==> src/rtl/bcd_scan_counter.sv <==
// N-digit BCD up/down counter with prescaler, wrap pulse and a digit-scan
// output (one-hot select, selected nibble, leading-zero blank) for a 7-seg mux.
module bcd_scan_counter #(
    parameter int N_DIGITS  = 8,
    parameter int COUNT_DIV = 1,
    parameter int BLANK_LZ  = 1
) (
    input  logic                  clk_1hz,
    input  logic                  rstb,
    input  logic                  en,
    input  logic                  up,
    input  logic                  clr,
    input  logic                  load,
    input  logic [4*N_DIGITS-1:0] load_val,
    output logic [4*N_DIGITS-1:0] value,
    output logic                  wrap,
    output logic [N_DIGITS-1:0]   digit,
    output logic [3:0]            num,
    output logic                  blank
);

    localparam int              IDX_W    = (N_DIGITS > 1) ? $clog2(N_DIGITS) : 1;
    localparam logic [IDX_W-1:0] IDX_LAST = IDX_W'(N_DIGITS - 1);
    localparam logic [7:0]      PRE_LAST = 8'(COUNT_DIV - 1);

    logic [IDX_W-1:0]      idx;
    logic [IDX_W-1:0]      sel;
    logic [7:0]            pre;
    logic                  step;
    logic [4*N_DIGITS-1:0] load_sat;
    logic [4*N_DIGITS-1:0] inc_val;
    logic [4*N_DIGITS-1:0] dec_val;
    logic [4*N_DIGITS-1:0] shifted;
    logic                  carry;
    logic                  borrow;
    logic                  lz;

    assign step = en && (pre == PRE_LAST);

    // Saturated load value plus ripple increment/decrement of the whole count.
    // NOTE: every always_comb output gets a default first so no path can infer a latch.
    always_comb begin
        load_sat = '0;
        inc_val  = value;
        dec_val  = value;
        carry    = 1'b1;
        borrow   = 1'b1;
        for (int k = 0; k < N_DIGITS; k++) begin
            load_sat[4*k +: 4] = (load_val[4*k +: 4] > 4'd9) ? 4'd9 : load_val[4*k +: 4];
            if (carry) begin
                if (value[4*k +: 4] == 4'd9) begin
                    inc_val[4*k +: 4] = 4'd0;
                end else begin
                    inc_val[4*k +: 4] = value[4*k +: 4] + 4'd1;
                    carry             = 1'b0;
                end
            end
            if (borrow) begin
                if (value[4*k +: 4] == 4'd0) begin
                    dec_val[4*k +: 4] = 4'd9;
                end else begin
                    dec_val[4*k +: 4] = value[4*k +: 4] - 4'd1;
                    borrow            = 1'b0;
                end
            end
        end
    end

    // NOTE: state registers use non-blocking assignments so every flop samples pre-edge values.
    always_ff @(posedge clk_1hz or negedge rstb) begin
        if (!rstb) begin
            value <= '0;
            wrap  <= 1'b0;
            pre   <= '0;
            idx   <= '0;
        end else begin
            idx  <= (idx == IDX_LAST) ? '0 : idx + 1'b1;
            wrap <= 1'b0;
            if (clr) begin
                value <= '0;
                pre   <= '0;
            end else if (load) begin
                value <= load_sat;
                pre   <= '0;
            end else if (en) begin
                if (step) begin
                    pre   <= '0;
                    value <= up ? inc_val : dec_val;
                    wrap  <= up ? carry : borrow;
                end else begin
                    pre <= pre + 8'd1;
                end
            end
        end
    end

    // idx 0 selects the most-significant position; sel is the nibble index shown.
    always_comb begin
        sel     = IDX_LAST - idx;
        digit   = N_DIGITS'(1) << sel;
        shifted = value >> {sel, 2'b00};
        num     = shifted[3:0];
        lz      = 1'b1;
        for (int k = 0; k < N_DIGITS; k++) begin
            if ((IDX_W'(k) >= sel) && (value[4*k +: 4] != 4'd0)) begin
                lz = 1'b0;
            end
        end
        blank = (BLANK_LZ != 0) && lz && (sel != '0);
    end

endmodule
==> config.mk <==
export PLATFORM = sky130hd
export DESIGN_NAME = bcd_scan_counter
export DESIGN_NICKNAME = d
export VERILOG_FILES = /design/src/rtl/bcd_scan_counter.sv
export SDC_FILE = /design/constraint.sdc
export NUM_CORES = 1
export LEC_CHECK = 0
export ABC_AREA = 1
export CAP_MARGIN = 10
export CORE_UTILIZATION = 49
export CTS_CLUSTER_DIAMETER = 60
export DETAILED_ROUTE_END_ITERATION = 10
export MAX_ROUTING_LAYER = met4
export PLACE_DENSITY = 0.85
export SYNTH_ARGS = -nofsm -noshare
export SYNTH_HDL_FRONTEND = slang
export SYNTH_SLANG_ARGS = --single-unit
==> constraint.sdc <==
create_clock -name clk_1hz -period 1.75 [get_ports clk_1hz]
set_input_delay 0.35 -clock clk_1hz [delete_from_list [all_inputs] [get_ports clk_1hz]]
set_output_delay 0.35 -clock clk_1hz [all_outputs]
set_load 0.05 [all_outputs]
==> key figures <==
Outcome
  – Result of the run: finished, violations left
  – Failing checks: setup timing

Floorplanning
  – Die footprint: roughly 0.0095 mm2
  – Num rows: 34
  – Core footprint: 0.008763 mm2
  – Horizontal extent of the die: 97.48 um
  – Top-level port count: 84
  – Die height: between 90 and 100 um
  – Initial cell density of the core: 50.97%

Global route
  – Via count of the first global-routing pass: about 5500
  – Total congestion overflow after global routing: 0
  – First-pass GRT wire length: roughly 27 mm
  – Antenna violations before repair: 0
  – GRT Total Usage: 35.54%
  – Largest net degree at the start of global routing: 45

Setup path
  – Path depth of the worst reg2reg path: 15
  – CP max stage cell: dfrtp_1
  – Startpoint of the most critical register-to-register path: value[9]$_DFFE_PN0P_
  – Capturing element type of the critical path: output pin
  – Worst reg-to-reg setup slack: -320 ps
  – CP Data Arrival Time: roughly 1900 ps
  – Maximum fanout along the worst path: 3
  – Longest individual stage delay on the worst path: 440 ps
  – Top cell family by delay on the critical path: flip-flops
  – Cell-by-cell trace of the critical path: ha_4 > ha_4 > nor2_4 > nand2_2 > nand3_2 > nand3_2 > a221oi_4 > buf_12
  – Worst reg2reg path endpoint: value[22]$_DFFE_PN0P_
  – Origin of the worst setup path: idx[0]$_DFF_PN0_
  – Setup crit start kind: flop
  – Worst Path Class, Setup: flop to output pin
  – Worst Path Buf+Inv: 1
  – Endpoint required time on the critical path: 1400 ps

Clocking
  – Hold-fix buffers, CTS: 0
  – Largest buffer count on any clock path: 2
  – Clk Tree Root Cell: clkbuf_8
  – Total CTS buffers: 5
  – Worst-skew pair later-pin latency: 310 ps
  – Clock input transition at the sequential cells of the worst setup and hold paths: roughly 100 ps
  – Total number of clock tree sinks: 44
  – TritonCTS clock tree: built
  – Depth of the CTS H-tree: 2

Route
  – DRT antenna net count: 0
  – Initial detailed-routing violation count: 422
  – First-pass iteration count of the detailed router: 5
  – Routed Wire Length: 17.58 mm
  – Via count: 5692
  – DRC violation count after routing: 0
  – Vias per std cell: ~6.0
  – Routed len/inst: 18.47 um

Logic synthesis
  – Post-synthesis register bit count: 44
  – Post-synthesis cell area: between 0.004 and 0.005 mm2
  – Count of unique library cells instantiated by Yosys: 52
  – Parity-gate share of the synthesized area counting xor and xnor cells: 1.961%
  – Portion of the post-synthesis area used by sequential elements: 24.65%
  – Mux share of post-synthesis cell area: 0%
  – Leading cell types by total area after synthesis: dfrtp_1, ha_1, nand2_1
  – Compound-Gate Fraction of Synth Area: 21.57%
  – Arithmetic-cell share of the synthesized area counting full adders, half adders and majority gates: under 10%
  – Dominant combinational cell family by area after synthesis: simple AND/OR/NAND/NOR gates
  – Mean cell area of the mapped netlist: 7.012 um2
  – Share of Yosys cell area claimed by the top area cell type: 24.65%
  – Cells after synthesis: 637
  – Number of warnings printed during yosys synthesis: 0
  – Number of nets produced by synthesis: 710
  – Cell accounting for the most synthesized area: dfrtp_1
  – Share of synthesized cell area in and, or, nand and nor gates: between 30% and 40%

STA
  – Final worst setup slack: -498.9 ps
  – Hold Vio Cnt, Final: 0
  – Actual transition at the worst max-transition pin: 446.5 ps
  – Setup total negative slack: -8642 ps
  – Fmax: roughly 440 MHz
  – Unrepaired setup endpoints after global routing: true
  – Final setup skew: 12.18 ps
  – Headroom to the max-slew limit: 70.01%
  – Max-slew violation count: 0
  – Period utilization: 128.5%
  – Fin crit period: 2249 ps
  – # setup viols final: 39

Power
  – Total Power: 5.192 mW
  – Highest ir drop seen on vdd: 0.4630 mV
  – Leak Pwr: 3.366 nW
  – Areal power density over the cells: ~700 mW/mm2

Place
  – Worst slack at placement: -311.0 ps
  – Final RePlAce weighted congestion: 0.9723
  – DPL Wire Length: 12.15 mm
  – Port buffer count: 83

Job
  – Total of max-cap violations: 0

Worst hold path
  – Min-delay worst type: primary input to async pin

Layout
  – Inserted Diodes: 0
  – Number of nets in the layout: 916
  – Ratio of cells with drive above 1 in the final layout: 42.89%
  – FF/Latch Area: 0.001122 mm2
  – Fillers: 511
  – Layout area overhead: 65.01%
  – Area taken by multi-input logic gates: around 0.0035 mm2
sequential cells by signal, summed over array words and instances, names as in the netlist:
register	count
wrap	1
pre	8
value	32
idx	3
layer usage:
metal	track usage [%]	part of all wire, %
met5	-	0
met4	12.44	5.0
met3	4.892	8.2
met2	59.55	49
met1	43.93	38
power breakdown:
part | internal, mW | switching, mW
combinational | 1.32 | 1.81
clock | 0.431 | 0.409
sequential | 1.12 | 0.100
cell families after synthesis:
family / count (synthesis)
buffers and inverters: 101
AO/OA/AOI/OAI: 166
flip-flops: 44
adder cells (fa/ha/maj): 35
AND/OR/NAND/NOR: 281
XOR/XNOR: 10
synthesized netlist by cell type, drive strengths merged:
library cell  number
a21oi             33
a32oi              1
buf               15
or2                4
and2               1
o21a               2
o31ai              1
a211oi             3
a31oi              5
nand3b             1
nand4              9
nand3             67
a22oi              2
nor2              72
clkinv             1
a221oi             2
o211ai            19
ha                35
clkbuf             6
nor4               1
o221ai             1
dfrtp             44
o22ai              8
o311ai             3
nor3               6
o21ai             82
inv               79
o32ai              1
nand2            120
xnor2              1
xor2               9
o2111ai            3
layout make-up:
cell class              count  share of cell area [%]
clock buffers               5                  0.9336
clock inverters             3                  0.6451
inverters                  80                   4.346
multi-input cells         492                   48.01
flip-flops and latches     44                   15.23
well taps                 108                   1.833
repair buffers            220                   29.01
worst max path at each step:
stage,endpoint,slack (ps),depth (start not counted)
after global placement,value[9]$_DFFE_PN0P_,-220,9
after floorplan,blank,-390,6
after CTS,blank,-490,9
after detailed placement,value[9]$_DFFE_PN0P_,-310,9
final,blank,-500,8
after global routing,blank,-570,8
per-stage QoR:
stage               cells  utilization (%)  hold slack [ps]  cell area, um2
finish                952            84.11            5.062            7371
global route          952            84.11            37.96            7371
CTS                   941            80.07            26.07            7017
detailed placement    931            76.11            355.7            6670
global placement      931            76.11            348.5            6670
floorplan             637                -            54.41            4701
cell usage in the layout, fill, tap and decap left out, types with 19 or more instances in the layout:
cell type,count
clkdlybuf4s50_1,35
nand3_1,45
ha_1,23
dfrtp_1,27
o211ai_1,19
nor2_1,40
a21oi_1,30
inv_1,50
nand2_2,19
o21ai_1,20
buf_4,139
nor2_4,22
inv_2,21
o21ai_0,54
buf_12,26
nand2_1,89
repair_timing:
item / CTS / global route
pin swaps: 19 / 23
resized for setup: 52 / 84
buffers inserted: 3 / 14
setup endpoints to repair: 40 / 45
cloned: 0 / 0
Note: power is estimated with default switching activity, not from simulation.
